<file path="src/rtl/mem_arb.sv">
// Two-port memory arbiter: an instruction read port and a data read/write port
// share one single-ported memory with 1-cycle registered read latency.
module mem_arb #(
  parameter int unsigned P_STREAK = 4,
  parameter int unsigned P_ADDR_W = 12,
  parameter int unsigned P_DATA_W = 24
) (
  input  logic                iw_clk,
  input  logic                iw_rst,
  input  logic                iw_i_req,
  input  logic [P_ADDR_W-1:0] iw_i_addr,
  output logic                ow_i_ack,
  output logic                or_i_rvalid,
  output logic [P_DATA_W-1:0] ow_i_rdata,
  input  logic                iw_d_req,
  input  logic                iw_d_we,
  input  logic [P_ADDR_W-1:0] iw_d_addr,
  input  logic [P_DATA_W-1:0] iw_d_wdata,
  output logic                ow_d_ack,
  output logic                or_d_rvalid,
  output logic [P_DATA_W-1:0] ow_d_rdata,
  output logic                ow_m_we,
  output logic [P_ADDR_W-1:0] ow_m_addr,
  output logic [P_DATA_W-1:0] ow_m_wdata,
  input  logic [P_DATA_W-1:0] iw_m_rdata
);

  // Handshake: a request is presented by holding req (and its address/data)
  // stable; ack is high in the cycle the request is taken, and for reads the
  // matching rvalid follows exactly one cycle later.

  localparam logic [3:0] STREAK_MAX = 4'(P_STREAK);

  logic                gnt_i;
  logic                gnt_d;
  logic                streak_full;
  logic [3:0]          streak_q, streak_d;
  logic [P_ADDR_W-1:0] addr_q, addr_d;
  logic                i_pend_q, i_pend_d;
  logic                d_pend_q, d_pend_d;
  logic [P_DATA_W-1:0] i_hold_q, i_hold_d;
  logic [P_DATA_W-1:0] d_hold_q, d_hold_d;

  // Data port wins by default; the instruction port gets a guaranteed slot
  // once the data port has taken P_STREAK grants in a row while it waited.
  always_comb begin
    streak_full = (streak_q == STREAK_MAX);
    gnt_d       = !iw_rst && iw_d_req && !(iw_i_req && streak_full);
    gnt_i       = !iw_rst && iw_i_req && !gnt_d;
  end

  always_comb begin
    addr_d = addr_q;
    if (gnt_d) begin
      addr_d = iw_d_addr;
    end else if (gnt_i) begin
      addr_d = iw_i_addr;
    end

    streak_d = '0;
    if (iw_i_req && gnt_d) begin
      streak_d = streak_full ? streak_q : streak_q + 4'd1;
    end

    i_pend_d = gnt_i;
    d_pend_d = gnt_d && !iw_d_we;

    i_hold_d = i_pend_q ? iw_m_rdata : i_hold_q;
    d_hold_d = d_pend_q ? iw_m_rdata : d_hold_q;
  end

  always_ff @(posedge iw_clk) begin
    if (iw_rst) begin
      streak_q <= '0;
      addr_q   <= '0;
      i_pend_q <= 1'b0;
      d_pend_q <= 1'b0;
      i_hold_q <= '0;
      d_hold_q <= '0;
    end else begin
      streak_q <= streak_d;
      addr_q   <= addr_d;
      i_pend_q <= i_pend_d;
      d_pend_q <= d_pend_d;
      i_hold_q <= i_hold_d;
      d_hold_q <= d_hold_d;
    end
  end

  // Reset forces every output quiet, including a response already in flight.
  always_comb begin
    ow_i_ack    = gnt_i;
    ow_d_ack    = gnt_d;
    ow_m_we     = gnt_d && iw_d_we;
    ow_m_addr   = iw_rst ? '0 : addr_d;
    ow_m_wdata  = (gnt_i || gnt_d) ? iw_d_wdata : '0;
    or_i_rvalid = i_pend_q && !iw_rst;
    or_d_rvalid = d_pend_q && !iw_rst;
    ow_i_rdata  = iw_rst ? '0 : (i_pend_q ? iw_m_rdata : i_hold_q);
    ow_d_rdata  = iw_rst ? '0 : (d_pend_q ? iw_m_rdata : d_hold_q);
  end

  a_one_grant : assert property (@(posedge iw_clk) !(ow_i_ack && ow_d_ack));
  a_rst_quiet : assert property (@(posedge iw_clk) iw_rst |-> !ow_i_ack && !ow_d_ack && !ow_m_we);

endmodule
</file>
<file path="config.mk">
export PLATFORM = sky130hd
export DESIGN_NAME = mem_arb
export DESIGN_NICKNAME = d
export VERILOG_FILES = /design/src/rtl/mem_arb.sv
export SDC_FILE = /design/constraint.sdc
export NUM_CORES = 1
export LEC_CHECK = 0
export BUFFER_PORTS_ARGS = -buffer_cell sky130_fd_sc_hd__buf_2
export CAP_MARGIN = 15
export CELL_PAD_IN_SITES_DETAIL_PLACEMENT = 2
export CELL_PAD_IN_SITES_GLOBAL_PLACEMENT = 2
export CORE_MARGIN = 2
export CORE_UTILIZATION = 24
export CTS_BUF_LIST = sky130_fd_sc_hd__clkbuf_16
export CTS_CLUSTER_DIAMETER = 40
export CTS_CLUSTER_SIZE = 28
export DETAILED_ROUTE_END_ITERATION = 8
export PLACE_DENSITY_LB_ADDON = 0.1
export SYNTH_ARGS = -nofsm -noshare
export SYNTH_HDL_FRONTEND = slang
export SYNTH_SLANG_ARGS = --single-unit
</file>
<file path="constraint.sdc">
create_clock -name iw_clk -period 2 [get_ports iw_clk]
set_input_delay 0.4 -clock iw_clk [delete_from_list [all_inputs] [get_ports iw_clk]]
set_output_delay 0.4 -clock iw_clk [all_outputs]
set_load 0.005 [all_outputs]
</file>
# --- Yosys cells after proc, flatten, opt, wreduce, memory -nomap -nowiden ---
# Cells that the tools add are included.
# W data, S select, Z words.
op_classes:
  n_addsub: 1
  n_eq_ne: 1
  muxes: 8
  bitwise_logic: 1
  reduce_logical: 16
ops:
  columns: ["operator", "n"]
  rows:
  - ["$mux W24", 5]
  - ["$mux W12", 3]
  - ["$logic_and A1 B1 Y1", 10]
  - ["$add A4 B1 Y4 const B", 1]
  - ["$eq A4 B3 Y1 const B", 1]
  - ["$logic_not A1 Y1", 4]
  - ["$reduce_or A2 Y1", 1]
  - ["$logic_or A1 B1 Y1", 1]
  - ["$not A1 Y1", 1]
word_totals:
  register_bits: 66
  in_bits: 77
  elab_cells: 33

# --- Logic depth before layout (Yosys ltp) ---
# Gate-level depths: netlist (run 1).
depth:
  word_depth: 9
  ltp_mapped: 6

# --- Worst setup path before layout (run 1) ---
# OpenSTA, ideal clock, no wires.
synth_timing:
  path_type: "reg2out"
  startpoint: "reg streak_q[0]"
  endpoint: "out ow_m_addr[0]"
  arrival_time_ps: 1272
  required_time_ps: 1600
  setup_slack_ps: 328
  stages_incl_launch_ff: 7
  path_buffers: 1
  path_cell_list: "dfxtp_1 > inv_1 > ha_1 > nand4b_1 > buf_2 > a221oi_2 > a211oi_2"
synth_between:
  elab_chain_cells: 9
synth_rtl:
  columns: ["element", "line", "source"]
  rows:
  - ["from (decl)", "37", "logic [3:0] streak_q, streak_d;"]
  - ["from (signal assigned)", "81", "streak_q <= streak_d;"]
  - ["$eq A4 B3 Y1 (*)", "47", "streak_full = (streak_q == STREAK_MAX);"]
  - ["$logic_and A1 B1 Y1 (*)", "48", "gnt_d = !iw_rst && iw_d_req && !(iw_i_req && streak_full);"]
  - ["$logic_not A1 Y1 (*)", "48", null]
  - ["$logic_and A1 B1 Y1 (*)", "48", null]
  - ["$logic_not A1 Y1", "49", "gnt_i = !iw_rst && iw_i_req && !gnt_d;"]
  - ["$logic_and A1 B1 Y1", "49", null]
  - ["$mux W12", "56", "end else if (gnt_i) begin"]
  - ["$mux W12 (*)", "54", "if (gnt_d) begin"]
  - ["$mux W12 (*)", "95", "ow_m_addr = iw_rst ? '0 : addr_d;"]
  - ["to (decl)", "23", "output logic [P_ADDR_W-1:0] ow_m_addr,"]
# Mark *: on every way between the ends. The rest lies on a longest branch, timed or not.

# --- Worst setup path in the final report (run 1) ---
layout_timing:
  startpoint: "reg streak_q[0]"
  endpoint: "out ow_m_addr[3]"
# Same word-level chain as after synthesis.

==> flow_summary.toml, run 1 <==
[power]
leakage_nw = 2.08
ir_worst_vdd_v = 0.000487
p_total_mw = 3.60
p_per_area_mw_per_mm2 = 833

[setup_path]
slowest_stage = "dfxtp_2"
startpoint_type = "flip-flop"
end_kind = "output port"
worstPathMaxFanout = 10
arrival_ns = 1.68
cpPeakStageDelay_ns = 0.32
critPathRequiredTime_ns = 1.60
crit_family = "simple AND/OR/NAND/NOR gates"
crit_chain = "inv_2 > ha_4 > nand4b_1 > and2_4 > a211oi_2 > buf_2"
worst-path-buf-inv = 2
worstSetupPathType = "reg -> out"

[sta]
finClkSkew_ns = 0.00360
fin_ws_ns = -0.0754
setup_viol = 12
timing.final.crit_share_pct = 104
min_period_ns = 2.08
maxSlewViolCount = 0
slew_headroom_pct = 79.9
max_freq_mhz = 482
hold_viol = 0
worst_pin_slew_ns = 0.301
timing.hold.ws_ns = 0.247
tns_ns = -0.706
grt_setup_unrepaired = "true"

[final_layout]
n_fill_cell = 1331
final_nets = 537
num_antenna_cells = 0
design_area_mm2 = 0.00432
multi_input_area_mm2 = 0.00141
syn_to_final_growth_pct = 50.3
final_util_pct = 37.4
seqCellArea_mm2 = 0.00133
drive_gt1_share_pct = 49.9

[logic_synthesis]
synth_seq_cells = 66
syn_inst = 284
syn_area_mm2 = 0.00288
synthXorXnorAreaFrac_pct = 0.304
synthAdderAreaFrac_pct = 0.870
muxShareOfSynthArea_pct = 17.7
synth_top_family_by_area = "simple AND/OR/NAND/NOR gates"
syn_avg_cell_area_um2 = 10.1
post_synth_num_cell_types = 23
yosysSeqAreaShare_pct = 45.9
ys_warn_count = 0
synth_compound_area_share_pct = 10.6
yosys.area_share.simple_pct = 18.1
syn_nets = 363

[route]
route.met3.wl_um = 922
drt_iter0_drc = 68
met2_length_mm = 4.55
met1_length_mm = 3.77
ant_nets = 0
dr.pass1.iters = 4
highest_layer = "met4"
routed_via_density = 4.40
drcViolationCount = 0
wirelength_mm = 9.39
vias = 2668
avgRoutedWirePerCell_um = 15.5

[cts]
cts_sinks = 66
clk_path_buf_depth = 2
ctsRootBufferMaster = "clkbuf_16"
cts_max_level = 3
cts_buffers = 9
path_clk_slew_ns = 0.05
cts_tree = "built"
hold_buffers = 0
clk_latency_ns = 0.33

[place]
place_area_mm2 = 0.00389
port_buffers = 165
gp_congestion = 0.692
hpwl_mm = 7.17

[min_path]
min_path_type = "in -> reg"

[outcome]
status = "complete, but fails checks"
violations = "negative setup slack"

[global_route]
grt_pass1_vias = 2836
grt_pass1_wl_mm = 14.9
grt_max_degree = 25
antenna_found_initial = 0
track_usage_pct = 14.9
globalRouteOverflowTotal = 0

[die]
dieArea_mm2 = 0.0129
core-area_mm2 = 0.0116
rows = 39
die_y_um = 113
fp.dieW_um = 113
io_pins = 166
initial_core_util_pct = 24.9

[flow_run]
maxCapViolCount = 0
==> flip-flops by register name, indices dropped and copies added (netlist names) <==
register,flops
addr_q,12
d_hold_q,24
d_pend_q,1
i_hold_q,24
i_pend_q,1
streak_q,4
==> routing by layer <==
metal | up-vias | global-route usage (%)
li1 | 1298 | -
met1 | 1258 | 16.7
met2 | 103 | 25.2
met3 | 9 | 6.11
met4 | 0 | 6.34
met5 | - | 0
==> final cells by class <==
type / count / area share (%)
Multi-Input combinational cell: 183 / 32.6
Tap cell: 143 / 4.14
Inverter: 13 / 1.13
Clock buffer: 9 / 5.21
Sequential cell: 66 / 30.7
Timing Repair Buffer: 185 / 23.6
Clock inverter: 7 / 2.55
==> power breakdown <==
part           internal, mW  leakage [nW]  switching, mW
Sequential             1.37         0.541         0.0176
Clock                  1.21         0.168          0.574
Combinational         0.224          1.37          0.214
==> repair_timing <==
action	4_1_cts	5_1_grt
pin swaps	4	1
gates resized for setup	14	6
cloned	0	0
endpoints found under the setup margin	14	39
buffers inserted	3	1
==> cells by family after synthesis <==
group                      after synthesis
AOI/OAI and AO/OA                       24
xor gates and xnor gates                 1
and+or+nand+nor                        105
adders and majority gates                2
buffers and inverters                   35
DFF                                     66
muxes                                   51
==> stage by stage <==
stage / std cells / setup slack (ns)
final: 606 / -0.0754
after global routing: 606 / -0.175
after CTS: 605 / -0.0881
after detailed placement: 586 / -0.00961
after global placement: 586 / -0.00218
after floorplan: 284 / 0.328
==> layout by cell type (no fill, tap or decap) <==
cell type	n
dfxtp_4	1
nand3_1	1
and4b_2	1
nand2b_1	2
clkinvlp_4	1
ha_4	1
nand4b_1	2
dfxtp_1	62
and2_1	24
clkbuf_16	9
nor2_1	56
buf_2	164
a211oi_2	10
clkinv_2	1
ha_1	1
dfxtp_2	3
a21oi_1	1
buf_12	2
buf_6	5
xnor2_1	1
a21oi_2	1
nor3_1	3
mux2i_1	51
nor2_4	1
bufinv_16	3
nand3b_1	1
buf_4	14
and2_4	2
inv_1	13
a221oi_4	1
nor2b_1	12
a221o_1	2
a221oi_2	9
inv_2	2
==> worst paths after layout <==
| check | slack [ns] | to | cells past startpoint | start |
|---|---|---|---|---|
| worst max-delay path | -0.08 | ow_m_addr[3] | 6 | streak_q[0] |
| worst max register to register | 0.61 | d_pend_q | 7 | streak_q[0] |
| worst min-delay path | 0.25 | d_pend_q | 2 | iw_d_we |
| worst min register to register | 0.50 | i_hold_q[7] | 2 | i_hold_q[7] |
==> Yosys cell counts, drive strengths merged <==
cell type / instances / area, um2
and4b: 1 / 10.0
nand4b: 2 / 17.5
dfxtp: 66 / 1320
nor2: 57 / 214
nor2b: 12 / 75.1
buf: 19 / 126
mux2i: 51 / 510
clkbuf: 3 / 11.3
nand3b: 1 / 7.51
a221oi: 10 / 150
nor3: 3 / 15.0
inv: 13 / 48.8
nand3: 1 / 5.00
and2: 26 / 163
a21oi: 2 / 10.0
a211oi: 10 / 125
a221o: 2 / 20.0
xnor2: 1 / 8.76
nand2b: 2 / 12.5
ha: 2 / 25.0
No activity file was read; power rests on OpenSTA's default activity.
==> run 2, diff against run 1 <==
--- a/config.mk
+++ b/config.mk
@@ -5,12 +5,13 @@
 export SDC_FILE = /design/constraint.sdc
 export NUM_CORES = 1
 export LEC_CHECK = 0
+export ABC_AREA = 1
 export BUFFER_PORTS_ARGS = -buffer_cell sky130_fd_sc_hd__buf_2
 export CAP_MARGIN = 15
 export CELL_PAD_IN_SITES_DETAIL_PLACEMENT = 2
 export CELL_PAD_IN_SITES_GLOBAL_PLACEMENT = 2
 export CORE_MARGIN = 2
-export CORE_UTILIZATION = 24
+export CORE_UTILIZATION = 22
 export CTS_BUF_LIST = sky130_fd_sc_hd__clkbuf_16
 export CTS_CLUSTER_DIAMETER = 40
 export CTS_CLUSTER_SIZE = 28
==> constraint.sdc (replaced) <==
create_clock -name iw_clk -period 2.66 [get_ports iw_clk]
set_input_delay 0.532 -clock iw_clk [delete_from_list [all_inputs] [get_ports iw_clk]]
set_output_delay 0.532 -clock iw_clk [all_outputs]
set_load 0.005 [all_outputs]
==> flow_summary.toml, run 2 <==
[logic_synthesis]
syn_nets = 466
syn_inst = 387
synth_largest_area_cell = "dfxtp_1"
synthTopCellsByArea = "dfxtp_1, nor2_1, o21ai_0"
async_flop_share_pct = 0
synth_compound_area_share_pct = 10.6
synth_edf_count = 0
yosysSeqAreaShare_pct = 48.9
syn_avg_cell_area_um2 = 6.98
muxShareOfSynthArea_pct = 0
synth.most_common_cell = "nor2_1"
synth_top_area_share_pct = 48.9
synthAdderAreaFrac_pct = 0.927
syn_area_mm2 = 0.00270
synth-main-ff-cell = "dfxtp_1"
synth_top_family_by_area = "simple AND/OR/NAND/NOR gates"
post_synth_num_cell_types = 19
synth_seq_cells = 66
synthXorXnorAreaFrac_pct = 0.649
synthTopCellsByCount = "nor2_1, dfxtp_1, o21ai_0, nand2_1, inv_1"
yosys.area_share.simple_pct = 29.8
ys_warn_count = 0

[global_route]
globalRouteOverflowTotal = 0
grt_max_degree = 34
grt_pass1_vias = 3231
track_usage_pct = 16.1
antenna_found_initial = 0
grt_pass1_wl_mm = 16.5

[final_layout]
final_nets = 626
final_cell_mix = "buf_2, nor2_1, dfxtp_1"
syn_to_final_growth_pct = 47.2
drive_gt1_share_pct = 34.8
reg_top3 = "d_hold_q: 24 flops, i_hold_q: 24 flops, addr_q: 12 flops"
num_antenna_cells = 0
n_fill_cell = 1466
final_common_cell = "buf_2"

[sta]
slew_headroom_pct = 63.6
timing.hold.ws_ns = 0.378
tns_ns = 0
worst_pin_slew_ns = 0.545
max_freq_mhz = 417
setup_viol = 0
hold_viol = 0
timing.final.crit_share_pct = 90.1
min_period_ns = 2.40
maxSlewViolCount = 0
finClkSkew_ns = 0.00409
grt_setup_unrepaired = "false"

[route]
drcViolationCount = 0
wirelength_mm = 10.4
vias = 3094
ant_nets = 0
avgRoutedWirePerCell_um = 14.9
drt_iter0_drc = 85
dr.pass1.iters = 4
routed_via_density = 4.43

[power]
ir_worst_vdd_v = 0.000355
leakage_nw = 2.22
p_per_area_mw_per_mm2 = 692

[setup_path]
rr_worst_depth = 7
cp-startpoint = "streak_q[0]"
arrival_ns = 1.86
worstPathMaxFanout = 15
critPathRequiredTime_ns = 2.13
slowest_stage = "dfxtp_1"
r2r_slack_ns = 1.09
cp_common_cell = "nor2_1"
end_kind = "output port"
worstSetupPathType = "reg -> out"
startpoint_type = "flip-flop"
cpPeakStageDelay_ns = 0.38
r2r_start = "streak_q[0]"
timing.rr.end = "streak_q[1]"
crit_chain = "inv_1 > ha_1 > nand4_1 > nand2_4 > inv_4 > nor2_1 > nor2_1 > buf_2"
crit_path_end = "ow_m_addr[9]"

[die]
die_y_um = 115
rows = 40
dieArea_mm2 = 0.0132
io_pins = 166
fp.dieW_um = 115
initial_core_util_pct = 22.5
core-area_mm2 = 0.0120

[min_path]
min_path_type = "in -> reg"

[cts]
clk_path_buf_depth = 2
cts_sinks = 66
clk_latency_ns = 0.33
path_clk_slew_ns = 0.05
cts_tree = "built"
cts_max_level = 3
post_cts.repair.setup_buffers = 0
cts_buffers = 9
ctsRootBufferMaster = "clkbuf_16"

[flow_run]
maxCapViolCount = 0

[place]
hpwl_mm = 7.73
port_buffers = 165
gp_congestion = 0.739

[outcome]
status = "finished clean"
[run 2: cell types whose count changed in the layout (fill, tap and decap cells not counted), moves of 4 or more]
| cell | before | now |
|---|---|---|
| nand2_1 | 0 | 40 |
| a211oi_2 | 10 | 0 |
| inv_1 | 13 | 34 |
| o21ai_0 | 0 | 50 |
| and2_1 | 24 | 0 |
| buf_6 | 5 | 0 |
| nand3_1 | 1 | 10 |
| dfxtp_1 | 62 | 66 |
| nor2_1 | 56 | 147 |
| mux2i_1 | 51 | 0 |
| buf_4 | 14 | 4 |
| o21ai_1 | 0 | 5 |
| nor2b_1 | 12 | 0 |
| a221oi_2 | 9 | 0 |
[run 2: layer usage]
| metal | vias up | global-route usage, % | wire length (um) | share of wire [%] |
|---|---|---|---|---|
| li1 | 1513 | - | - | - |
| met2 | 85 | 27.5 | 5270 | 50 |
| met4 | 0 | 6.27 | 148 | 1.4 |
| met3 | 13 | 5.22 | 704 | 6.7 |
| met1 | 1483 | 18.7 | 4320 | 41 |
| met5 | - | 0 | 0 | 0 |
[run 2: cells by family (layout without fill, tap and decap cells)]
group / Yosys count / in the layout
AND/OR/NAND/NOR: 203 / 203
flip-flops: 66 / 66
AO/OA/AOI/OAI: 57 / 57
buffers and inverters: 57 / 222
adder cells (fa/ha/maj): 2 / 2
XOR/XNOR: 2 / 2
[run 2: worst min path at each step]
stage          depth (start not counted)          end  slack (ns)         from
6_report                               2     d_pend_q        0.38      iw_d_we
5_1_grt                                2     d_pend_q        0.37      iw_d_we
4_1_cts                                2     d_pend_q        0.36      iw_d_we
3_5_place_dp                           1  streak_q[0]        0.47  streak_q[0]
3_3_place_gp                           1  streak_q[0]        0.45  streak_q[0]
2_1_floorplan                          1  streak_q[0]        0.43  streak_q[0]
[run 2: area by class of cell]
cell class	count	area (um2)	area share, %
sequential	66	1320	33.2
inverter	37	141	3.56
tap	147	184	4.63
clock inverter	7	110	2.77
timing repair buffer	169	856	21.5
clock buffer	9	225	5.67
multi-input combinational	264	1140	28.6
[run 2: timing repair]
action	4_1_cts	5_1_grt
setup endpoints to repair	0	8
hold buffers	0	0
resized for setup	0	2
[run 2: stage by stage]
stage	util, %	setup WS [ns]	cell area, um2	std cells	power (mW)
2_1_floorplan	-	0.936	2700	387	1.25
3_3_place_gp	30.2	0.367	3630	683	1.43
3_5_place_dp	30.2	0.300	3630	683	1.44
4_1_cts	33.0	0.0450	3970	699	2.81
5_1_grt	33.1	0.0548	3980	699	2.90
6_report	33.1	0.264	3980	699	2.75
[run 2: worst max-delay path, delay by kind of cell, from the launching register on]
family | cells | cell delay [ns]
adders and majority gates | 1 | 0.23
buffers and inverters | 3 | 0.36
and+or+nand+nor | 4 | 0.55
DFF | 1 | 0.38
[run 2: power breakdown]
group          leakage, nW  switching, mW  total [mW]  internal, mW
logic                 1.51          0.198       0.342         0.144
clock network        0.168          0.439        1.35         0.906
registers            0.542         0.0172        1.06          1.05
total                 2.22          0.654        2.75          2.10
